===== config.mk =====
export PLATFORM = sky130hd
export DESIGN_NAME = sn_gen_sched
export DESIGN_NICKNAME = d
export VERILOG_FILES = /design/src/rtl/sn_sched_pkg.sv /design/src/rtl/sn_rr_arbiter.sv /design/src/rtl/sn_gen_sched.sv
export SDC_FILE = /design/constraint.sdc
export NUM_CORES = 1
export LEC_CHECK = 0
export ABC_AREA = 0
export CORE_ASPECT_RATIO = 1.25
export CORE_MARGIN = 2
export CORE_UTILIZATION = 35
export CTS_BUF_LIST = sky130_fd_sc_hd__clkbuf_4 sky130_fd_sc_hd__clkbuf_8
export CTS_CLUSTER_DIAMETER = 100
export DETAILED_ROUTE_END_ITERATION = 10
export MAX_ROUTING_LAYER = met4
export PLACE_DENSITY = 0.66
export REMOVE_ABC_BUFFERS = 1
export SLEW_MARGIN = 40
export SYNTH_ARGS = -nofsm -noshare
export SYNTH_HDL_FRONTEND = slang
export SYNTH_SLANG_ARGS = --single-unit

===== constraint.sdc =====
create_clock -name i_clk_sn_sched -period 3.9 [get_ports i_clk_sn_sched]
set_input_delay 0.39 -clock i_clk_sn_sched [delete_from_list [all_inputs] [get_ports i_clk_sn_sched]]
set_output_delay 0.39 -clock i_clk_sn_sched [all_outputs]
set_load 0.05 [all_outputs]

===== src/rtl/sn_sched_pkg.sv =====
// sn_sched_pkg: shared state encoding, operand bundle type and default sizing
// for the stochastic-number generator scheduler.
package sn_sched_pkg;

    localparam int SN_NUM_REQ_DEF    = 4;
    localparam int SN_STREAM_LEN_DEF = 16;

    typedef enum logic [2:0] {
        ST_IDLE,
        ST_LAUNCH,
        ST_WAIT_GEN,
        ST_RUN,
        ST_DONE,
        ST_STOP
    } sn_state_t;

    // Four 4-bit binary operands handed to the generator as one bundle.
    typedef logic [3:0][3:0] sn_opnd_t;

endpackage


===== src/rtl/sn_rr_arbiter.sv =====
// sn_rr_arbiter: combinational rotate-priority select; picks the first
// requesting index at or after rr_ptr_i, wrapping from NUM_REQ-1 to 0.
module sn_rr_arbiter #(
    parameter int NUM_REQ = 4,
    parameter int IW      = $clog2(NUM_REQ)
) (
    input  logic [NUM_REQ-1:0] req_i,
    input  logic [IW-1:0]      rr_ptr_i,
    output logic [NUM_REQ-1:0] grant_o,
    output logic [IW-1:0]      index_o,
    output logic               any_o
);

    logic [IW-1:0] cand;

    always_comb begin
        grant_o = '0;
        index_o = '0;
        any_o   = 1'b0;
        cand    = '0;
        for (int k = 0; k < NUM_REQ; k++) begin
            cand = IW'((int'(rr_ptr_i) + k) % NUM_REQ);
            if (!any_o && req_i[cand]) begin
                any_o         = 1'b1;
                index_o       = cand;
                grant_o[cand] = 1'b1;
            end
        end
    end

endmodule


===== src/rtl/sn_gen_sched.sv =====
// sn_gen_sched: round-robin scheduler sharing one stochastic-number generator among NUM_REQ requesters.
// Define SN_SCHED_ABORT_EN to let the owner abort a stream through the STOP state.
module sn_gen_sched
    import sn_sched_pkg::*;
#(
    parameter int NUM_REQ    = SN_NUM_REQ_DEF,
    parameter int STREAM_LEN = SN_STREAM_LEN_DEF
) (
    input  logic                   i_clk_sn_sched,
    input  logic                   i_rst_n_sn_sched,
    input  logic [NUM_REQ-1:0]     i_req,
    input  sn_opnd_t [NUM_REQ-1:0] i_x_bn,
    input  logic [NUM_REQ-1:0]     i_abort,
    output logic [NUM_REQ-1:0]     o_grant,
    output logic [NUM_REQ-1:0]     o_done,
    output logic                   o_gen_start,
    output logic                   o_gen_stop,
    output sn_opnd_t               o_gen_x_bn,
    input  logic                   i_gen_isgen,
    output logic                   o_busy,
    output logic                   o_short
);

    localparam int IW    = $clog2(NUM_REQ);
    localparam int CNT_W = $clog2(2 * STREAM_LEN + 1);
    localparam logic [CNT_W-1:0] CNT_SAT = CNT_W'(2 * STREAM_LEN);
    localparam logic [CNT_W-1:0] CNT_MIN = CNT_W'(STREAM_LEN);

    sn_state_t          state_q, state_d;
    logic [IW-1:0]      rr_ptr_q, rr_ptr_d;
    logic [IW-1:0]      owner_q, owner_d;
    logic [NUM_REQ-1:0] grant_q, grant_d;
    sn_opnd_t           x_q, x_d;
    logic [CNT_W-1:0]   cnt_q, cnt_d;
    logic               short_q, short_d;
    logic               abort_own, release_own;
    logic [IW-1:0]      owner_inc;
    logic [NUM_REQ-1:0] arb_grant;
    logic [IW-1:0]      arb_idx;
    logic               arb_any;

    sn_rr_arbiter #(.NUM_REQ(NUM_REQ), .IW(IW)) u_arb (
        .req_i    (i_req),
        .rr_ptr_i (rr_ptr_q),
        .grant_o  (arb_grant),
        .index_o  (arb_idx),
        .any_o    (arb_any)
    );

    assign owner_inc = (owner_q == IW'(NUM_REQ - 1)) ? '0 : owner_q + IW'(1);

`ifdef SN_SCHED_ABORT_EN
    logic stop_sent_q, stop_sent_d;
    assign abort_own  = |(i_abort & grant_q);
    assign o_gen_stop = (state_q == ST_STOP) && !stop_sent_q;
`else
    logic unused_abort;
    assign unused_abort = ^i_abort;
    assign abort_own    = 1'b0;
    assign o_gen_stop   = 1'b0;
`endif

    always_comb begin
        state_d     = state_q;
        rr_ptr_d    = rr_ptr_q;
        owner_d     = owner_q;
        grant_d     = grant_q;
        x_d         = x_q;
        cnt_d       = cnt_q;
        short_d     = short_q;
        release_own = 1'b0;
`ifdef SN_SCHED_ABORT_EN
        stop_sent_d = 1'b0;
`endif
        case (state_q)
            ST_IDLE: begin
                if (arb_any) begin
                    grant_d = arb_grant;
                    owner_d = arb_idx;
                    x_d     = i_x_bn[arb_idx];
                    cnt_d   = '0;
                    state_d = ST_LAUNCH;
                end
            end
            ST_LAUNCH: state_d = ST_WAIT_GEN;
            ST_WAIT_GEN: begin
                if (abort_own) begin
                    state_d = ST_STOP;
                end else if (i_gen_isgen) begin
                    cnt_d   = CNT_W'(1);
                    state_d = ST_RUN;
                end
            end
            ST_RUN: begin
                if (abort_own) begin
                    state_d = ST_STOP;
                end else if (i_gen_isgen) begin
                    if (cnt_q < CNT_SAT) cnt_d = cnt_q + CNT_W'(1);
                end else begin
                    if (cnt_q < CNT_MIN) short_d = 1'b1;
                    state_d = ST_DONE;
                end
            end
            ST_DONE: release_own = 1'b1;
            ST_STOP: begin
`ifdef SN_SCHED_ABORT_EN
                // Stop pulse goes out on the first STOP cycle; drain waits for the generator to go idle.
                stop_sent_d = 1'b1;
                if (stop_sent_q && !i_gen_isgen) release_own = 1'b1;
`else
                release_own = 1'b1;
`endif
            end
            default: release_own = 1'b1;
        endcase
        if (release_own) begin
            grant_d  = '0;
            rr_ptr_d = owner_inc;
            state_d  = ST_IDLE;
        end
    end

    always_ff @(posedge i_clk_sn_sched or negedge i_rst_n_sn_sched) begin
        if (!i_rst_n_sn_sched) begin
            state_q  <= ST_IDLE;
            rr_ptr_q <= '0;
            owner_q  <= '0;
            grant_q  <= '0;
            x_q      <= '0;
            cnt_q    <= '0;
            short_q  <= 1'b0;
        end else begin
            state_q  <= state_d;
            rr_ptr_q <= rr_ptr_d;
            owner_q  <= owner_d;
            grant_q  <= grant_d;
            x_q      <= x_d;
            cnt_q    <= cnt_d;
            short_q  <= short_d;
        end
    end

`ifdef SN_SCHED_ABORT_EN
    always_ff @(posedge i_clk_sn_sched or negedge i_rst_n_sn_sched) begin
        if (!i_rst_n_sn_sched) stop_sent_q <= 1'b0;
        else                   stop_sent_q <= stop_sent_d;
    end
`endif

    assign o_grant     = grant_q;
    assign o_done      = (state_q == ST_DONE) ? grant_q : '0;
    assign o_gen_start = (state_q == ST_LAUNCH);
    assign o_gen_x_bn  = x_q;
    assign o_busy      = (state_q != ST_IDLE);
    assign o_short     = short_q;

endmodule


# [Word-level counts from Yosys, hierarchy flattened]
# Index checks and enable logic that the tools add are counted.
[classes] addsub=5 n_lt_le_gt_ge=11 eq_ne=15 mux=45 bitwise_logic=4 n_reduce_logical=19
[ops] op="binary-select mux 16 bit (select 2 bit)" n=1
[ops] op="2-to-1 mux 4 bit" n=8
[ops] op="2-to-1 mux 6 bit" n=4
[ops] op="case mux 6 bit (3 select lines)" n=1
[ops] op="2-to-1 mux 16 bit" n=1
[ops] op="< comparator 2 x 3 -> 1 bit (second input constant)" n=5
[ops] op="2-to-1 mux 1 bit" n=12
[ops] op="2-to-1 mux 3 bit" n=4
[ops] op="OR 4 bit" n=3
[ops] op="case mux 3 bit (4 select lines)" n=1
[ops] op="2-to-1 mux 2 bit" n=5
[ops] op="inequality test 3 bit (second input constant)" n=3
[ops] op="binary-select mux 1 bit (select 2 bit)" n=4
[ops] op="demux 1 bit (select 2 bit)" n=4
[ops] op="greater-or-equal comparator 2 x 1 -> 1 bit (second input constant)" n=4
[ops] op="inequality test 2 bit (second input constant)" n=4
[ops] op="logical AND 1 bit" n=7
[ops] op="adder 6 x 1 -> 6 bit (second input constant)" n=1
[ops] op="equality test 3 x 2 -> 1 bit (second input constant)" n=2
[ops] op="< comparator 6 x 5 -> 1 bit (second input constant)" n=1
[ops] op="< comparator 6 bit (second input constant)" n=1
[ops] op="nonzero test 3 bit" n=2
[ops] op="inequality test 5 x 1 -> 1 bit (second input constant)" n=1
[ops] op="AND reduction 5 bit" n=1
[ops] op="other kinds (13)" n=19
[word_totals] reg_bits=34 inputBits=75 output_inout_bits=28 elab_cells=109

# [Logic depth before layout (Yosys ltp)]
[depth] depth_word=15 mapped_depth=11 mapped_depth_nobuf=8

# [Hierarchy]
# A second synthesis with hierarchy kept.
[hier_totals] cells_unflattened=189 area_unflattened_um2=2364.8
[by_module_without_submodules] module="sn_gen_sched" n_inst=1 cells_each=144 area_each_um2=1943.1 seq_area_each_um2=850.8
[by_module_without_submodules] module="sn_rr_arbiter" n_inst=1 cells_each=45 area_each_um2=421.7 seq_area_each_um2=0.0

# [Worst setup path before layout]
# No wires, ideal clock.
[synth_path] path_type="register to register" from="register rr_ptr_q[1]" to="register x_q (netlist bit o_gen_x_bn[10])" setup_time_ps=104 t_arrival_ps=2700 required_time_ps=3796 slack_ps=1096 path_stages_with_launch=11 path_buffers=2 period_less_slack_ps=2804 cell_sequence="dfrtp_1 > clkbuf_1 > inv_1 > ha_1 > mux2_2 > a32o_1 > o32ai_2 > o21ai_2 > buf_6 > mux2i_1 > a221oi_1"
[synth_between] elab_chain_len=14 word_cells_on_any_way=28 cone_classes="add/sub: 3; mux: 18; reduce/logical: 7"
[synth_lines] item="start, declared" line="sn_gen_sched.sv:30" text="logic [IW-1:0] rr_ptr_q, rr_ptr_d;"
[synth_lines] item="start signal, assigned" line="sn_gen_sched.sv:134" text="rr_ptr_q <= rr_ptr_d;"
[synth_lines] item="branches (longest 14 deep; another with adder 2 x 1 -> 2 bit)"
[synth_lines] item="end signal, assigned" line="sn_gen_sched.sv:129" text="x_q <= '0;"
[synth_lines] item="end signal, assigned" line="sn_gen_sched.sv:137" text="x_q <= x_d;"
[synth_lines] item="end, declared" line="sn_gen_sched.sv:33" text="sn_opnd_t x_q, x_d;"
# Several ways; the timed one is not identified. The select of a mux whose other input is x is not followed.
# A chain may end at the register's enable or synchronous reset.

# [Worst setup path after layout]
[layout_path] from="register rr_ptr_q[1]" to="register x_q (netlist bit o_gen_x_bn[14])"
# Same word-level chain as after synthesis.

==> run metrics <==
Pleak 1.43 nW; Clock H-tree levels 2; Rows 34; Layout area overhead 45.4%; CTS Root Cell clkbuf_8; RSZ-0062 raised after global routing no; Cells after Synth 248; total clock buffers created by CTS 5; DRT Pass-1 Iters 4; power per cell area 840 nW/um^2; clock sinks 34; core area between 6000 and 7000 um^2; fill count 638; Layout Cells excl Fill 430; Synth Area per Inst around 10 um^2; final WL 6570 um; proportion of layout cells with a drive suffix above 1 0.115; CP max FO 22; drt via density 5.13; Die Ht a little under 100 um; async set-reset flop share out of synthesis 1.00; crit share post-route 0.873; max-cap violations 0; grt total ovfl 0; overall power slightly above 3 mW; I/O pins 103; Peak VDD IR 0.000486 V; setup_tns 0 ps; DRC viols 0; clk slew on worst S/H paths 70 ps; synthesized area ~2500 um^2; commonest non-fill, non-tap cell in the layout clkdlybuf4s50_1; Multi-input gate area between 1000 and 1500 um^2; die footprint 7800 um^2; Die W 79.4 um; fmax just under 0.3 GHz; largest net degree at the start of global routing 35; Worst EP required slightly above 4000 ps; Tmin final 3410 ps; actual slew at the worst max-slew pin ~620 ps; Routed WL per cell 15.3 um; EDFF count, synth 0; CTS tree done; Setup Skew 5.62 ps; via count 2206; Seq. cell area 851 um^2; Seq/Total Area, Yosys 0.342; Critical Path End Type register; Final Hold Fails 0; clk_lat worst skew 290 ps; final net count 424; gpl congestion 0.782; Buffers & Inverters on Critical Path 2; Post-DP HPWL between 4000 and 5000 um; Slew Viols, Final 0; ANT cells 0; Max clock buf depth 2; Data arrival, critical path approximately 3600 ps; CP Launch Type register; Final setup viols 0; commonest non-fill, non-tap cells in the layout clkdlybuf4s50_1, nor2_1, dfrtp_1, mux2i_1; Yosys Warn Count 0; port bufs 97; number of DRC markers in iteration 0 ~120; Critical-path top delay cell dfrtp_1; reg-to-reg setup timing slack 490 ps; CP Cell Sequence inv_1 > ha_1 > mux2_2 > a32o_1 > o32ai_2 > o21ai_4 > buf_12 > mux2i_1 > a221oi_1; Seq cells post-synth 34; delay-heaviest family, CP compound AO/OA/AOI/OAI gates; relative slew slack 0.580; status finished, final reports clean; placed insts 422; CP peak stage delay approximately 590 ps; Detail Route Antenna Nets 0; Hold/Removal Path Class reg2reg; Post-CTS Resized 0; first-pass GRT wire length 10800 um; Unique masters post-synth 47; postcts setup bufs 0; Initial Util 0.359; hold-fix buffers at CTS 0; critical path type reg2reg; aggregate global-route resource usage 0.179; ys flop type dfrtp_1; number of global-route vias before repair 2234; initial antenna violation count 0
==> path summary, 6_finish.rpt <==
path	startpoint	depth (start not counted)	endpoint
min in group asynchronous	i_rst_n_sn_sched	2	o_gen_x_bn[14]
max in group asynchronous	i_rst_n_sn_sched	2	o_grant[1]
min reg2reg	o_short	1	o_short
max reg2reg	rr_ptr_q[1]	9	o_gen_x_bn[14]
max	rr_ptr_q[1]	9	o_gen_x_bn[14]
min	o_short	1	o_short
==> synth_stat cells (all sizes together) (2+ instances only) <==
cell type,n,share of area
nand2b,4,0.010
nand2,9,0.014
clkbuf,6,0.0091
o21ai,15,0.035
o31ai,2,0.0060
a211oi,4,0.012
mux2i,32,0.13
dfrtp,34,0.34
nor2b,6,0.018
a21oi,3,0.0060
nor3b,3,0.0091
mux4,3,0.029
a22oi,4,0.012
ha,10,0.050
buf,13,0.045
a221oi,22,0.10
nand3,3,0.0060
inv,4,0.0060
mux2,3,0.014
nor2,39,0.059
nor3,6,0.017
nor4,3,0.0075
and3,4,0.010
o21a,2,0.0060
==> registers in the layout (all words and copies together), names as in the netlist <==
signal	flops
owner_q	2
state_q	3
o_grant	4
o_short	1
o_gen_x_bn	16
cnt_q	6
rr_ptr_q	2
==> area by class of cell <==
class	count	share of cell area
clock buffers	8	0.0305
flip-flops and latches	34	0.235
well taps	90	0.0312
inverters	4	0.00415
repair buffers	103	0.285
multi-input cells	191	0.414
==> cells by family (layout without fill, tap and decap cells) <==
logic type               after synthesis  after routing  synth area share
other                                  1              1           0.00151
AO/OA/AOI/OAI                         60             60             0.210
adder cells (fa/ha/maj)               10             10            0.0503
AND/OR/NAND/NOR                       82             82             0.164
multiplexers                          38             38             0.171
buffers and inverters                 23            115            0.0604
flip-flops                            34             34             0.342
==> worst reg2reg max path, stage by stage, from the launching register on <==
cell and delay, ps:
dfrtp_1 590, inv_1 220, ha_1 570, mux2_2 400
a32o_1 280, o32ai_2 340, o21ai_4 240, buf_12 240
mux2i_1 140, a221oi_1 290
==> through the flow <==
| stage | hold slack, ps | util | area (um^2) | worst slack (ps) |
|---|---|---|---|---|
| after floorplan | 94.4 | - | 2350 | 499 |
| after global placement | 439 | 0.505 | 3500 | 533 |
| after detailed placement | 445 | 0.505 | 3500 | 489 |
| after CTS | 460 | 0.521 | 3610 | 465 |
| after global routing | 472 | 0.521 | 3610 | 242 |
| final | 456 | 0.521 | 3610 | 494 |
==> report_power, final <==
| part | switching (mW) | total [mW] | internal [mW] |
|---|---|---|---|
| Clock | 0.126 | 0.304 | 0.178 |
| Combinational | 1.23 | 2.10 | 0.870 |
| Sequential | 0.126 | 0.631 | 0.506 |
==> routing by layer <==
layer	global-route usage	part of all wire	wire length (um)
met1	0.211	0.42	2740
met2	0.302	0.52	3440
met3	0.0287	0.038	248
met4	0.0743	0.022	146
met5	-	0	0
Note: power is estimated with default switching activity, not from simulation.
